===== src/rtl/chunked_serial_adder_pkg.sv =====
// Shared types and elaboration helpers for the chunked serial adder.
package chunked_serial_adder_pkg;

  typedef enum logic [1:0] {IDLE, RUN, DONE} state_e;

  function automatic int nchunk(input int width, input int chunk);
    return width / chunk;
  endfunction

  // Counter needs at least one bit even when a single chunk covers the word.
  function automatic int cnt_width(input int n);
    return (n > 1) ? $clog2(n) : 1;
  endfunction

endpackage


===== src/rtl/adder_chunk.sv =====
// Combinational CHUNK-bit ripple adder; also exposes the carry into its MSB
// so the top level can derive signed overflow on the last chunk.
module adder_chunk #(
  parameter int CHUNK = 4
) (
  input  logic [CHUNK-1:0] a,
  input  logic [CHUNK-1:0] b,
  input  logic             cin,
  output logic [CHUNK-1:0] sum,
  output logic             cout,
  output logic             c_msb
);

  logic [CHUNK:0] c;

  assign c[0] = cin;

  for (genvar i = 0; i < CHUNK; i++) begin : g_fa
    assign sum[i]   = a[i] ^ b[i] ^ c[i];
    assign c[i+1]   = (a[i] & b[i]) | (c[i] & (a[i] ^ b[i]));
  end

  assign cout  = c[CHUNK];
  assign c_msb = c[CHUNK-1];

endmodule


===== src/rtl/chunked_serial_adder.sv =====
// WIDTH-bit adder that processes CHUNK bits per clock through a registered
// carry, with valid/ready handshakes on both sides.
module chunked_serial_adder
  import chunked_serial_adder_pkg::*;
#(
  parameter int WIDTH = 16,
  parameter int CHUNK = 4
) (
  input  logic             clk,
  input  logic             rst_n,
  input  logic             in_valid,
  output logic             in_ready,
  input  logic [WIDTH-1:0] a,
  input  logic [WIDTH-1:0] b,
  input  logic             cin,
  output logic             out_valid,
  input  logic             out_ready,
  output logic [WIDTH-1:0] sum,
  output logic             cout,
  output logic             overflow
);

  if (WIDTH < 1 || CHUNK < 1 || CHUNK > WIDTH || (WIDTH % CHUNK) != 0) begin : g_bad_param
    $fatal(1, "chunked_serial_adder: illegal WIDTH=%0d CHUNK=%0d", WIDTH, CHUNK);
  end

  localparam int NCHUNK = nchunk(WIDTH, CHUNK);
  localparam int CW     = cnt_width(NCHUNK);
  localparam logic [CW-1:0] LAST = CW'(NCHUNK - 1);

  state_e state, state_nx;
  logic   armed;
  logic   carry;
  logic   cout_r, ovf_r;
  logic [CW-1:0] cnt;
  logic [NCHUNK-1:0][CHUNK-1:0] a_r, b_r, sum_r;

  logic [CHUNK-1:0] ch_sum;
  logic             ch_cout, ch_cmsb;

  adder_chunk #(.CHUNK(CHUNK)) u_chunk (
    .a     (a_r[cnt]),
    .b     (b_r[cnt]),
    .cin   (carry),
    .sum   (ch_sum),
    .cout  (ch_cout),
    .c_msb (ch_cmsb)
  );

  // armed keeps in_ready low until one edge has passed since reset release
  always_ff @(posedge clk or negedge rst_n) begin
    if (!rst_n) begin
      state <= IDLE;
      armed <= 1'b0;
    end else begin
      state <= state_nx;
      armed <= 1'b1;
    end
  end

  always_comb begin
    state_nx = state;
    case (state)
      IDLE:    if (in_valid && in_ready) state_nx = RUN;
      RUN:     if (cnt == LAST)          state_nx = DONE;
      DONE:    if (out_ready)            state_nx = IDLE;
      default:                           state_nx = IDLE;
    endcase
  end

  always_comb begin
    in_ready  = (state == IDLE) && armed;
    out_valid = (state == DONE);
  end

  always_ff @(posedge clk or negedge rst_n) begin
    if (!rst_n) begin
      a_r    <= '0;
      b_r    <= '0;
      sum_r  <= '0;
      carry  <= 1'b0;
      cnt    <= '0;
      cout_r <= 1'b0;
      ovf_r  <= 1'b0;
    end else begin
      case (state)
        IDLE: if (in_valid && in_ready) begin
          a_r   <= a;
          b_r   <= b;
          carry <= cin;
          cnt   <= '0;
        end
        RUN: begin
          sum_r[cnt] <= ch_sum;
          carry      <= ch_cout;
          if (cnt == LAST) begin
            cout_r <= ch_cout;
            ovf_r  <= ch_cmsb ^ ch_cout;
          end else begin
            cnt <= cnt + 1'b1;
          end
        end
        default: ;
      endcase
    end
  end

  assign sum      = sum_r;
  assign cout     = cout_r;
  assign overflow = ovf_r;

endmodule


===== config.mk =====
export PLATFORM = sky130hd
export DESIGN_NAME = chunked_serial_adder
export DESIGN_NICKNAME = d
export VERILOG_FILES = /design/src/rtl/chunked_serial_adder_pkg.sv /design/src/rtl/adder_chunk.sv /design/src/rtl/chunked_serial_adder.sv
export SDC_FILE = /design/constraint.sdc
export NUM_CORES = 1
export LEC_CHECK = 0
export CAP_MARGIN = 20
export CORE_ASPECT_RATIO = 1.4
export CORE_MARGIN = 4
export CORE_UTILIZATION = 30
export CTS_CLUSTER_SIZE = 30
export DETAILED_ROUTE_END_ITERATION = 6
export GPL_TIMING_DRIVEN = 0
export PLACE_DENSITY_LB_ADDON = 0.12
export RECOVER_POWER = 50
export SYNTH_ARGS = -nofsm -noshare
export SYNTH_HDL_FRONTEND = slang
export SYNTH_SLANG_ARGS = --single-unit

===== constraint.sdc =====
create_clock -name clk -period 2.7 [get_ports clk]
set_input_delay 0.27 -clock clk [delete_from_list [all_inputs] [get_ports clk]]
set_output_delay 0.27 -clock clk [all_outputs]
set_load 0.02 [all_outputs]

==> results.md <==
- Min-Delay Endpoint: sum[5]
- Switching share of power: 34.65%
- Max-Cap Viols: 0
- R2R Path End: sum[7]
- Violated checks: negative setup slack
- Antenna cell count: 0
- CP max FO: 4
- Detailed-route vias per instance: 4.519
- Top cell type's share of synthesized area: 55.78%
- Crit path top cell by count: fa_2
- CP max stage delay: 0.51 ns
- Setup slack, reg-to-reg: -0.07 ns
- # nets final: 291
- Hold Crit Class: reg2reg
- DP Cell Count: 333
- CTS tree: done
- CP required: 2.92 ns
- Core ar.: 8149 sq um
- Synth top area cells: dfrtp_1 (56%), mux2_2 (17%), mux4_2 (7.2%)
- Cell count of the worst reg-to-reg path: 10
- # IOs: 57
- Netlist cell types: 24
- Total global-route track usage: 11.38%
- Post-synth top area cell: dfrtp_1
- Std-Cell Rows: 39
- Placed instance area: 3227 sq um
- Via count: 1,577
- Synthesized Nets: 219
- P&R area growth vs syn: 37.15%
- Largest net degree at the start of global routing: 36
- Initial antenna violation count: 0
- Total chip power: 4.749 mW
- Crit Path Class: reg2reg
- Outcome: finished with violations
- Post-Layout Cell Count: 349
- #FFs+latches synth: 56
- Synth Cell Area: 2512 sq um
- P_int: 3.103 mW
- Final setup fails: 6
- Crit start category: flip-flop
- Initial core utilization: 30.83%
- Dpl ws: -0.3416 ns
- Flop pwr share: 31.0%
- CP Launch Point: cnt[0]
- Hold path depth: 2
- HP Start: sum[5]
- Die X-Extent: 85.34 um
- RSZ-0062 raised after global routing: true
- Cells along the critical path: buf_12, mux4_2, fa_2, inv_2, fa_1, inv_1, fa_2, inv_2, fa_2, o21ai_1
- Comb pwr share: 53.7%
- # port buffers: 56
- Sequential-to-total area share from yosys stat: 55.78%
- Die Footprint: 9923 sq um
- TritonCTS buffer count: 5
- Drt total wl: 5193 um
- GPL Wtd Cong: 0.7285
- Critical path's slowest cell: mux4_2
- Part of the cycle the worst path needs: 102.7%
- Vias in the first global route: 1,725
- Post-route ant nets: 0
- P_leak: 1.460 nW
- Ys Warns: 0
- Mean Syn Cell Area: 14.44 sq um
- CP Capture Type: flip-flop
- CP arrival: 2.99 ns
- CTS root buffer: clkbuf_16
- Clock share of power: 15.3%
- Buf/Inv on CP: 4
- Sinks on Clock Net: 56
- Clock Path Buffers: 2
- Switching power: 1.645 mW
- Per-cell routed wire length: 14.88 um
- GRT overflow: 0
- Fin. Hold Viols: 0
- Later-pin clock latency in the skew report: 0.29 ns
- Slew HR: 23.21%
- Dpl hpwl: 3937 um
- Reg-to-Reg Start: cnt[0]
- Cells after Synth: 174
- Layout cells sized above 1: 31.17%
- Final min period: 2.774 ns
- Worst Setup Slack, final: -0.07374 ns
- Pwr dens: 1378 nW/um^2
- Initial DRC count: 81
- Worst VDD drop: 0.5099 mV
- Drt pass-1 iters: 3
- Delay-heaviest family, CP: adder cells
- Clock Skews: 0.008969 ns
- CTS HTree Levels: 2
- Worst slew pin tran: 1.152 ns
- Number of remaining DRC errors: 0
- Design area: 3446 sq um
- Fmax: 360.5 MHz
- Clock transition at path regs: 0.07 ns
- Die Span Y: 116.3 um
- Max-slew violation count: 0
- Filler instances: 785
- First-pass GRT wire length: 8694 um
registers in the layout, indices dropped and copies added (netlist names):
signal	cells
a_r	16
armed	1
b_r	16
carry	1
cnt	2
cout	1
overflow	1
state	2
sum	16
worst min-delay path, stage by stage (launching register included):
cell     delay, ns
dfrtp_1       0.34
nand2_1       0.04
o21ai_0       0.06
power by group through the flow:
stage	sequential [mW]	combinational, mW	clock [mW]
4_1_cts	1.49	2.56	0.751
3_3_place_gp	1.50	2.36	0
5_1_grt	1.53	2.85	0.776
6_report	1.47	2.55	0.725
2_1_floorplan	1.60	1.48	0
3_5_place_dp	1.51	2.38	0
cell families after synthesis:
group | synth area share (%)
flip-flops | 55.78
multiplexers | 25.55
AND/OR/NAND/NOR | 4.582
buffers and inverters | 4.332
AO/OA/AOI/OAI | 4.084
adder cells (fa/ha/maj) | 5.179
other | 0.1493
XOR/XNOR | 0.3487
repair_timing:
| action | 4_1_cts | 5_1_grt |
|---|---|---|
| gates resized for setup | 6 | 3 |
| setup endpoints to repair | 11 | 6 |
| pin swaps | 2 | 2 |
| endpoints found under the hold margin | 21 | 0 |
| buffers inserted | 6 | 1 |
| hold buffers | 1 | 0 |
cells in the final DEF (no fill, tap or decap), drive strengths merged, types with 4 or more instances in the layout:
cell type,n
nand2,13
buf,15
inv,11
dfrtp,56
ha,4
clkbuf,8
clkdlybuf4s50,54
fa,4
o21ai,11
mux4,8
nand3b,4
mux2,41
cell type report:
type	count	area (sq um)	area share, %
multi-input cells	99	1006	29.19
repair buffers	65	621.8	18.05
clock inverters	2	35.03	1.017
flip-flops and latches	56	1403	40.70
clock buffers	6	128.9	3.740
inverters	11	41.29	1.198
plain buffers	8	82.58	2.397
well taps	102	127.6	3.704
per-layer routing:
metal / up-vias / global-route usage (%) / wire length [um]
met5: - / 0 / 0
met1: 780 / 13.10 / 2044
met3: 6 / 2.682 / 261
li1: 753 / - / -
met2: 38 / 20.70 / 2805
met4: 0 / 3.801 / 80
cell usage after synthesis (all sizes together):
cell type  count
nand2         13
conb           1
o22ai          2
xor2           1
a22oi          1
nor3           2
mux2          41
ha             4
dfrtp         56
nand3b         4
o22a           1
o21ai         11
buf            8
nor3b          1
fa             4
nor2           2
inv           11
a21oi          2
mux4           8
o31a           1
per-stage QoR:
stage	utilization (%)	hold slack, ns	setup TNS [ns]
6_report	42.28	0.4788	-0.2861
5_1_grt	42.28	0.5110	-0.9823
4_1_cts	42.44	0.4866	-0.4058
3_5_place_dp	39.60	0.2773	-2.192
3_3_place_gp	39.41	0.4628	-28.71
2_1_floorplan	-	-0.02559	-0.3789
how the worst max path moves through the flow:
stage          endpoint  slack, ns  depth (start not counted)
2_1_floorplan   sum[11]      -0.08                         10
6_report         sum[7]      -0.07                         10
3_3_place_gp    b_r[11]      -0.48                          1
3_5_place_dp      carry      -0.34                         12
4_1_cts          sum[7]      -0.08                         10
5_1_grt         sum[11]      -0.17                         10
No activity file was read; power rests on OpenSTA's default activity.
==> edit 1: new RTL, config.mk and constraints unchanged <==
Make the reset (`rst_n`) synchronous in 2 clocked blocks.
--- a/src/rtl/chunked_serial_adder.sv
+++ b/src/rtl/chunked_serial_adder.sv
@@ -48,7 +48,7 @@
   );
 
   // armed keeps in_ready low until one edge has passed since reset release
-  always_ff @(posedge clk or negedge rst_n) begin
+  always_ff @(posedge clk) begin
     if (!rst_n) begin
       state <= IDLE;
       armed <= 1'b0;
@@ -73,7 +73,7 @@
     out_valid = (state == DONE);
   end
 
-  always_ff @(posedge clk or negedge rst_n) begin
+  always_ff @(posedge clk) begin
     if (!rst_n) begin
       a_r    <= '0;
       b_r    <= '0;
Function: differs if rst_n is asserted again (counterexample within 4 cycles, from zero or initial values and one cycle with rst_n low); with rst_n held inactive, the same outputs for 10 cycles.
==> edit 1 against the original RTL <==
  * The run still ends with setup timing left
  * Sequential cell count stayed put
  * Synthesized area is 4.4% lower
  * Critical endpoint is now sum[11]
  * Setup slack worse by 0.039 ns
  * Design area is 4.5% lower
  * Critical path type unchanged
  * Wire length is 7.3% higher
  * Highest routed layer unchanged
  * Core utilization is 0.067 points lower
Power is not compared: it rests on default switching activity, and its combinational part moved more than twofold at a synthesized area within 25%.
==> edit 1: results (changes against the original RTL) <==
.. list-table::
   :header-rows: 1

   * - Metric
     - Value
   * - Number of nets produced by synthesis
     - 303 (was 219)
   * - Run status
     - finished, violations left (unchanged)
   * - First-pass GRT wire length
     - 9.18 mm (was 8.69 mm)
   * - Sequential cell area share
     - 0.342 (was 0.407)
   * - Global routing usage on met2
     - 0.220 (was 0.207)
   * - GRT met3 Usage
     - 0.0246 (was 0.0268)
   * - Post-layout worst setup margin
     - -0.113 ns (was -0.0737 ns)
   * - Last weighted congestion value of the routability-driven placer
     - 0.753 (was 0.729)
   * - Startpoint of the tightest hold check path
     - a_r[10] (was sum[5])
   * - Non-clock inverter count in the final layout
     - 10 (was 11)
   * - Average cell area after synthesis
     - 9.31 µm² (was 14.4 µm²)
   * - Actual transition at the worst max-transition pin
     - 0.637 ns (was 1.15 ns)
   * - Post-CTS setup buffers
     - 5 (was 6)
   * - Clk slew on worst S/H paths
     - 0.10 ns (was 0.07 ns)
   * - Violated checks
     - setup timing (unchanged)
   * - Reg2reg path depth
     - 9 (was 10)
   * - Placed insts
     - 414 (was 333)
   * - Fraction of area in multi-input gates
     - 0.353 (was 0.292)
   * - DR WL/cell
     - 13.1 µm (was 14.9 µm)
   * - Ranking of synthesized cells by instance count
     - 70 x sky130_fd_sc_hd__nand2_1, 56 x sky130_fd_sc_hd__dfxtp_1, 33 x sky130_fd_sc_hd__a21oi_1, 17 x sky130_fd_sc_hd__nor2_1, 10 x sky130_fd_sc_hd__inv_1 (was 56 x sky130_fd_sc_hd__dfrtp_1, 39 x sky130_fd_sc_hd__mux2_2, 13 x sky130_fd_sc_hd__nand2_1, 11 x sky130_fd_sc_hd__inv_1, 11 x sky130_fd_sc_hd__o21ai_0)
   * - Die Wd
     - 83.6 µm (was 85.3 µm)
   * - Setup violation total in the final timing report
     - 4 (was 6)
   * - Minimum hold slack
     - 0.457 ns (was 0.479 ns)
   * - Proportion of final cell area spent on non-clock buffers
     - 0.217 (was 0.204)
   * - Endpoint with the worst hold slack
     - a_r[10] (was sum[5])
   * - Sequential fraction of the synthesis area
     - 0.467 (was 0.558)
   * - Adder and majority gate portion of the synthesized area
     - 0.0542 (was 0.0518)
   * - Synth cell types
     - 26 (was 24)
   * - Filler Cell Count
     - 824 (was 785)
   * - Area share of xor/xnor cells in the synthesized design
     - 0.00365 (was 0.00349)
   * - Vias in the first global route
     - 1956 (was 1725)
edit 1: changes by cell type after synthesis, moves of 4 or more:
cell / change
sky130_fd_sc_hd__nand2_1: +57
sky130_fd_sc_hd__buf_2: +6
sky130_fd_sc_hd__a21oi_1: +31
sky130_fd_sc_hd__nor2b_1: +4
sky130_fd_sc_hd__dfrtp_1: -56
sky130_fd_sc_hd__nor2_1: +15
sky130_fd_sc_hd__a211oi_1: +8
sky130_fd_sc_hd__o21ai_0: -11
sky130_fd_sc_hd__and3b_1: +4
sky130_fd_sc_hd__mux2_2: -39
sky130_fd_sc_hd__nand3b_1: -4
sky130_fd_sc_hd__clkbuf_1: +6
sky130_fd_sc_hd__mux2i_1: +9
sky130_fd_sc_hd__dfxtp_1: +56
edit 1: power by group:
group	total (µW)	internal (µW)	leakage, µW	switching, µW
clock network	605	328	0.0000645	278
logic	244	130	0.000681	114
registers	879	858	0.000456	20.6
==> edit 2: new RTL, same flow settings <==
Without the edit above. `CHUNK` is set to 4 in 2 places; all go to 8.
--- a/src/rtl/adder_chunk.sv
+++ b/src/rtl/adder_chunk.sv
@@ -1,7 +1,7 @@
 // Combinational CHUNK-bit ripple adder; also exposes the carry into its MSB
 // so the top level can derive signed overflow on the last chunk.
 module adder_chunk #(
-  parameter int CHUNK = 4
+  parameter int CHUNK = 8
 ) (
   input  logic [CHUNK-1:0] a,
   input  logic [CHUNK-1:0] b,
--- a/src/rtl/chunked_serial_adder.sv
+++ b/src/rtl/chunked_serial_adder.sv
@@ -4,7 +4,7 @@
   import chunked_serial_adder_pkg::*;
 #(
   parameter int WIDTH = 16,
-  parameter int CHUNK = 4
+  parameter int CHUNK = 8
 ) (
   input  logic             clk,
   input  logic             rst_n,
Check against the original RTL: not equivalent (a bounded check fails within 4 cycles, from zero or initial values and one cycle with rst_n low).
==> edit 2 against the original RTL <==
  * The flow still finishes with violations (setup timing)
  * Power fell by 6.6%
  * Highest routed layer unchanged
  * Clock skew barely moved
  * Global-route usage rose by 0.23 points
  * Largest cell class unchanged
  * Setup slack got worse by 1.3 ns
  * Wire length rose by 1.2%
  * Synthesized area fell by 1.6%
  * Sequential cell count fell by 1
  * Design area fell by 3.2%
  * Via count fell by 4.5%
==> edit 2: results (changes against the original RTL) <==
.. list-table::
   :header-rows: 1

   * - Metric
     - Value
   * - Post-Route Skew
     - 0.00919 ns (was 0.00897 ns)
   * - Violated checks
     - setup timing (unchanged)
   * - Net total in the final layout
     - 279 (was 291)
   * - Clk slew on worst S/H paths
     - 0.10 ns (was 0.07 ns)
   * - First-pass GRT wire length
     - 8.58 mm (was 8.69 mm)
   * - Number of optimization iterations in the first detailed-route pass
     - 2 (was 3)
   * - Number of standard cells in the layout, taps in and fillers out
     - 335 (was 349)
   * - Synth cell types
     - 21 (was 24)
   * - Post-layout worst setup margin
     - -1.34 ns (was -0.0737 ns)
   * - Clock root buffer
     - sky130_fd_sc_hd__clkbuf_8 (was sky130_fd_sc_hd__clkbuf_16)
   * - Run status
     - finished, violations left (unchanged)
   * - Relative area change from synthesis to final layout
     - 34.9% (was 37.2%)
   * - Slowest-stage cell, CP
     - sky130_fd_sc_hd__fa_2 (was sky130_fd_sc_hd__mux4_2)
   * - Number of DRC violations after detailed-routing iteration 0
     - 70 (was 81)
   * - Last weighted congestion value of the routability-driven placer
     - 0.695 (was 0.729)
   * - Setup violation total in the final timing report
     - 13 (was 6)
   * - Global-route total usage across every layer
     - 0.116 (was 0.114)
   * - Vias in the first global route
     - 1647 (was 1725)
   * - NetSw
     - 1560 µW (was 1650 µW)
   * - Area occupied by multi-input gates
     - 0.00103 mm² (was 0.00101 mm²)
   * - Count of sequential standard cells
     - 55 (was 56)
   * - Maximum fanout count along the critical path
     - 5 (was 4)
   * - Pin count of the biggest net entering global routing
     - 32 (was 36)
   * - Leakage power total
     - 0.00141 µW (was 0.00146 µW)
   * - Ranking of synthesized cells by instance count
     - 55 x sky130_fd_sc_hd__dfrtp_1, 51 x sky130_fd_sc_hd__mux2_2, 9 x sky130_fd_sc_hd__nand2_1, 9 x sky130_fd_sc_hd__o21ai_0, 8 x sky130_fd_sc_hd__fa_1 (was 56 x sky130_fd_sc_hd__dfrtp_1, 39 x sky130_fd_sc_hd__mux2_2, 13 x sky130_fd_sc_hd__nand2_1, 11 x sky130_fd_sc_hd__inv_1, 11 x sky130_fd_sc_hd__o21ai_0)
edit 2: cell types whose count changed in the layout (fill, tap and decap cells not counted), moves of 4 or more:
| cell | change |
|---|---|
| sky130_fd_sc_hd__mux4_2 | -8 |
| sky130_fd_sc_hd__mux2_4 | +6 |
| sky130_fd_sc_hd__mux2i_1 | +4 |
| sky130_fd_sc_hd__clkbuf_8 | +7 |
| sky130_fd_sc_hd__clkbuf_16 | -5 |
| sky130_fd_sc_hd__mux2_2 | +12 |
| sky130_fd_sc_hd__inv_1 | -7 |
| sky130_fd_sc_hd__nand2_1 | -4 |
| sky130_fd_sc_hd__ha_1 | -4 |
| sky130_fd_sc_hd__fa_2 | +5 |
edit 2: worst paths after layout:
path                        from  endpoint  slack [ns]  cells after the start
max in group asynchronous  rst_n   b_r[12]        0.45                      3
setup reg to reg             cnt   sum[15]       -1.34                     15
hold / removal              cout      cout        0.49                      2
min in group asynchronous  rst_n    a_r[9]        0.79                      2
hold reg to reg             cout      cout        0.49                      2
setup / recovery             cnt   sum[15]       -1.34                     15
edit 2: routing by layer:
metal / routed length, µm / share of wire / global-route usage
met5: 0 / 0 / 0
met4: 80 / 0.015 / 0.0412
met3: 238 / 0.045 / 0.0284
met2: 2750 / 0.52 / 0.206
met1: 2180 / 0.42 / 0.137
edit 2: kinds of logic after synthesis:
| group | synth area share |
|---|---|
| buf+inv | 0.0349 |
| flops | 0.557 |
| xor+xnor | 0.00354 |
| simple gates | 0.0324 |
| mux | 0.279 |
| compound gates | 0.0273 |
| fa+ha+maj | 0.0648 |
| other cells | 0.00152 |
edit 2: what timing repair did:
action | 4_1_cts | 5_1_grt
buffers inserted | 4 | 0
setup endpoints to repair | 13 | 13
hold endpoints to repair | 24 | 0
hold buffers | 1 | 0
pin swaps | 0 | 0
gates resized for setup | 4 | 3
